### config.mk
export PLATFORM = sky130hd
export DESIGN_NAME = fifo_uart_tx
export DESIGN_NICKNAME = d
export VERILOG_FILES = /design/src/rtl/fifo_uart_pkg.sv /design/src/rtl/fifo_uart_baud_gen.sv /design/src/rtl/fifo_uart_tx.sv
export SDC_FILE = /design/constraint.sdc
export NUM_CORES = 1
export LEC_CHECK = 0
export ABC_AREA = 1
export CORE_MARGIN = 2
export CORE_UTILIZATION = 60
export CTS_CLUSTER_SIZE = 12
export DETAILED_ROUTE_END_ITERATION = 16
export DONT_BUFFER_PORTS = 1
export PLACE_DENSITY = 0.8
export SLEW_MARGIN = 15
export SYNTH_ARGS = -nofsm -noshare
export SYNTH_HDL_FRONTEND = slang
export SYNTH_SLANG_ARGS = --single-unit
### constraint.sdc
create_clock -name clk -period 1.5 [get_ports clk]
set_input_delay 0.15 -clock clk [delete_from_list [all_inputs] [get_ports clk]]
set_output_delay 0.15 -clock clk [all_outputs]
set_load 0.01 [all_outputs]
### src/rtl/fifo_uart_pkg.sv
// Shared constants for the FIFO-draining UART transmitter: frame width,
// line idle level and FSM state encodings.
package fifo_uart_pkg;

    localparam int DATA_BITS = 8;
    localparam logic TX_IDLE = 1'b1;

    typedef logic [2:0] state_t;

    localparam state_t ST_IDLE  = 3'd0;
    localparam state_t ST_POP   = 3'd1;
    localparam state_t ST_LOAD  = 3'd2;
    localparam state_t ST_START = 3'd3;
    localparam state_t ST_DATA  = 3'd4;
    localparam state_t ST_STOP  = 3'd5;

endpackage

### src/rtl/fifo_uart_baud_gen.sv
// Bit-period timer: counts 0..CLK_DIV-1 and flags the last cycle of each bit.
module fifo_uart_baud_gen #(
    parameter int CLK_DIV = 16
) (
    input  logic clk,
    input  logic rst_n,
    input  logic clr,
    output logic tick
);

    localparam int CNT_W = (CLK_DIV > 1) ? $clog2(CLK_DIV) : 1;
    localparam logic [CNT_W-1:0] CNT_MAX = CNT_W'(CLK_DIV - 1);

    logic [CNT_W-1:0] cnt_q;
    logic [CNT_W-1:0] cnt_d;

    assign tick = (cnt_q == CNT_MAX);

    // Free-running between clears so every bit period is exactly CLK_DIV cycles.
    always_comb begin
        cnt_d = cnt_q + 1'b1;
        if (clr || tick) begin
            cnt_d = '0;
        end
    end

    always_ff @(posedge clk or negedge rst_n) begin
        if (!rst_n) begin
            cnt_q <= '0;
        end else begin
            cnt_q <= cnt_d;
        end
    end

endmodule

### src/rtl/fifo_uart_tx.sv
// Drains bytes from the async FIFO read port and sends each as a UART 8N1 frame.
module fifo_uart_tx #(
    parameter int CLK_DIV   = 16,
    parameter int DATA_BITS = fifo_uart_pkg::DATA_BITS
) (
    input  logic                 clk,
    input  logic                 rst_n,
    input  logic                 en,
    input  logic                 empty,
    input  logic [DATA_BITS-1:0] fifo_dout,
    output logic                 r_en,
    output logic                 tx,
    output logic                 busy,
    output logic                 done,
    output logic [2:0]           dbg_state
);

    import fifo_uart_pkg::*;

    localparam int BIT_W = $clog2(DATA_BITS);

    state_t               state_q;
    state_t               state_d;
    logic [DATA_BITS-1:0] shift_q;
    logic [DATA_BITS-1:0] shift_d;
    logic [BIT_W-1:0]     bit_cnt_q;
    logic [BIT_W-1:0]     bit_cnt_d;
    logic                 baud_clr;
    logic                 baud_tick;
    logic                 start_ok;
    logic                 last_bit;

    // Read handshake: r_en is a one-cycle strobe issued only after !empty was
    // sampled; this block is the sole reader, so the FIFO always accepts it and
    // fifo_dout is valid on the following cycle (LOAD).
    assign start_ok = en && !empty;
    assign last_bit = (bit_cnt_q == BIT_W'(DATA_BITS - 1));
    assign baud_clr = (state_q == ST_LOAD);

    fifo_uart_baud_gen #(
        .CLK_DIV(CLK_DIV)
    ) u_baud (
        .clk  (clk),
        .rst_n(rst_n),
        .clr  (baud_clr),
        .tick (baud_tick)
    );

    always_comb begin
        state_d   = state_q;
        shift_d   = shift_q;
        bit_cnt_d = bit_cnt_q;
        case (state_q)
            ST_IDLE: begin
                if (start_ok) state_d = ST_POP;
            end
            ST_POP: begin
                state_d = ST_LOAD;
            end
            ST_LOAD: begin
                shift_d   = fifo_dout;
                bit_cnt_d = '0;
                state_d   = ST_START;
            end
            ST_START: begin
                if (baud_tick) state_d = ST_DATA;
            end
            ST_DATA: begin
                if (baud_tick) begin
                    shift_d   = shift_q >> 1;
                    bit_cnt_d = bit_cnt_q + 1'b1;
                    if (last_bit) state_d = ST_STOP;
                end
            end
            ST_STOP: begin
                // Chaining straight to POP keeps busy high across queued bytes.
                if (baud_tick) state_d = start_ok ? ST_POP : ST_IDLE;
            end
            default: begin
                state_d = ST_IDLE;
            end
        endcase
    end

    always_ff @(posedge clk or negedge rst_n) begin
        if (!rst_n) begin
            state_q   <= ST_IDLE;
            shift_q   <= '0;
            bit_cnt_q <= '0;
        end else begin
            state_q   <= state_d;
            shift_q   <= shift_d;
            bit_cnt_q <= bit_cnt_d;
        end
    end

    // Decoded from state so reset forces the line high without waiting for a clock.
    always_comb begin
        tx = TX_IDLE;
        case (state_q)
            ST_START: tx = ~TX_IDLE;
            ST_DATA:  tx = shift_q[0];
            default:  tx = TX_IDLE;
        endcase
    end

    assign r_en      = (state_q == ST_POP);
    assign busy      = (state_q != ST_IDLE);
    assign done      = (state_q == ST_STOP) && baud_tick;
    assign dbg_state = state_q;

endmodule

==> flow_metrics.py <==
metrics = {
    "run_status": {
        "status": "complete, no violations",
    },
    "synthesis": {
        "synth_cell_types": 21,
        "syn_nets": 136,
        "ys_warn_count": 0,
        "syn_area_per_cell_um2": 8.38,
        "ys_seq_area_share_pct": 44.4,
        "ys_seq_elements": 18,
        "syn_inst": 121,
        "synth.cell_area_um2": 1010,
    },
    "finish": {
        "final_common_cell": "nand2_1",
        "syn_to_final_growth_pct": 12.2,
        "ff_latch_area_um2": 454,
        "postLayoutCoreUtil_pct": 73.8,
        "nFillCells": 117,
        "drive_above_1_share_pct": 27.7,
        "final_cell_mix": "nand2_1 (32), dfrtp_1 (15), inv_1 (12), nand3_1 (12), o21ai_1 (8)",
        "multi_input_area_um2": 489,
        "final_cells": 146,
        "final_nets": 146,
        "antenna_cells": 0,
    },
    "floorplan": {
        "start_util_pct": 65.7,
        "dieArea_um2": 2030,
        "io_pins": 19,
        "fp.dieH_um": 45.1,
        "row_count": 14,
        "coreArea_um2": 1540,
        "die_w_um": 45.1,
    },
    "sta": {
        "period_needed_ns": 1.45,
        "worst_slew_pin_slew_ns": 0.791,
        "slew_viol_final": 0,
        "fin_crit_sh_pct": 96.7,
        "clock.fmax_mhz": 690,
        "rsz0062_at_grt": "false",
        "skew_ns": 0.000871,
        "tns_ns": 0,
        "finalSetupViolCount": 0,
        "hold_violations": 0,
        "maxSlewHeadroom_pct": 47.1,
        "whs_ns": 0.0815,
        "setup_ws_ns": 0.0502,
    },
    "global_route": {
        "grt_pass1_vias": 767,
        "overflow": 0,
        "antenna_found_initial": 0,
        "track_usage_pct": 22.4,
        "grt_first_pass_wirelength_mm": 3.26,
        "grt_max_degree": 19,
    },
    "setup_path": {
        "crit_path_end": "tx",
        "path_common_cell": "nand2_2",
        "slowest_delay_ns": 0.47,
        "arrival_ns": 1.30,
        "crit_path_start_kind": "flip-flop",
        "r2r_setup_slack_ns": 0.11,
        "cp_max_fo": 3,
        "r2r_cells": 8,
        "r2r-end": "shift_q[6]",
        "r2r-start": "dbg_state[0]",
        "required_ns": 1.35,
        "worstPathCellList": "nor2_4 -> nand2_4 -> buf_8 -> nand2_2 -> nand2_2",
        "endpoint_kind": "primary output",
        "crit_start": "dbg_state[0]",
        "cp_slowest_cell": "dfrtp_2",
        "worstSetupPathType": "reg -> out",
    },
    "detailed_routing": {
        "wl_per_cell_um": 13.8,
        "ant_nets": 0,
        "drc": 0,
        "drt_iter0_markers": 18,
        "via_count": 814,
        "firstDrtPassIters": 4,
        "via_per_inst": 5.58,
        "drt-total-wl_mm": 2.01,
    },
    "cts": {
        "cts-buffers-inserted": 3,
        "cts_num_sinks": 18,
        "clk_pin_slew_ns": 0.11,
        "insertion_delay_ns": 0.30,
        "cts_tree": "built",
        "cts_root_buf": "clkbuf_4",
        "h-tree-depth": 1,
        "clock_path_buffers": 2,
    },
    "hold_path": {
        "worstHoldStart": "fifo_dout[2]",
        "hold_path.class": "in -> reg",
        "hold_depth": 4,
    },
    "place": {
        "place.gp.congestion": 0.812,
        "dp_slack_ns": 0.133,
        "port-buffer-count": 0,
        "dp_hpwl_mm": 1.40,
        "dp_cells": 137,
    },
    "pwr": {
        "p_leak_nw": 0.608,
        "peakVddDrop_uv": 1230,
        "powerDensity_nw_per_um2": 2010,
    },
    "job": {
        "max_cap_viol_count": 0,
    },
}
## cells by family after synthesis
family,count (synthesis),synth area share (%)
DFF,18,44.4
and+or+nand+nor,61,28.0
buffers and inverters,19,9.63
adders and majority gates,3,3.70
AOI/OAI and AO/OA,18,12.5
xor gates and xnor gates,2,1.73
## metrics by stage
step	power, W	instance area (µm²)
floorplan	0.00169	1010
global placement	0.00178	1020
detailed placement	0.00184	1020
CTS	0.00221	1100
global route	0.00246	1140
finish	0.00229	1140
## how the worst min path moves through the flow
stage | slack [ns] | endpoint
6_report | 0.08 | shift_q[2]
4_1_cts | 0.08 | shift_q[3]
2_1_floorplan | -0.15 | bit_cnt_q[0]
5_1_grt | 0.12 | shift_q[2]
3_3_place_gp | -0.15 | dbg_state[0]
3_5_place_dp | -0.15 | dbg_state[0]
## per-layer routing
metal	global-route usage (%)	vias up	share of wire, %
met5	0	-	0
met3	3.60	7	4.8
met1	29.6	377	42
met2	36.3	28	52
met4	10.0	0	2.0
li1	-	402	-
## synthesized netlist by cell type
cell type  count  area, µm²
nand2_1       34        128
dfrtp_1       18        450
inv_1         14       52.6
nand3_1       12       60.1
o21ai_1        8       40.0
nor2_1         7       26.3
o21ai_2        7       61.3
nand2_2        4       25.0
ha_1           3       37.5
nand2_4        3       33.8
a21boi_0       1       7.51
a21oi_2        1       8.76
buf_12         1       20.0
buf_2          1       5.00
buf_4          1       7.51
inv_2          1       3.75
inv_6          1       8.76
nor2_4         1       11.3
o221ai_1       1       8.76
xnor2_1        1       8.76
xor2_1         1       8.76
## state kept, by name (all words and copies together) (netlist names)
register,count
dbg_state,3
bit_cnt_q,3
u_baud.cnt_q,4
shift_q,8
## power breakdown
part | internal, W | total [W] | switching [W] | leakage (nW)
Combinational | 0.000441 | 0.00114 | 0.000695 | 0.363
Clock | 0.000148 | 0.000314 | 0.000166 | 0.0210
Sequential | 0.000688 | 0.000842 | 0.000154 | 0.224
Total | 0.00128 | 0.00229 | 0.00102 | 0.608
## critical path: cells and delay by family (launching register included)
kind,cells,cell delay [ns]
DFF,1,0.47
and+or+nand+nor,4,0.39
buffers and inverters,1,0.13
## what timing repair did
item                                    CTS  global route
hold buffers                              2             0
endpoints found under the setup margin    2            10
gates resized for setup                   6             6
buffers inserted                          1             2
pin swaps                                 1             2
hold endpoints to repair                 19             0
## layout make-up
class | count | share of cell area (%)
tap | 16 | 1.76
sequential | 18 | 39.9
multi-input combinational | 84 | 43.0
timing repair buffer | 8 | 6.38
clock buffer | 4 | 3.19
inverter | 16 | 5.72
Power figures use the tool's default switching activity.
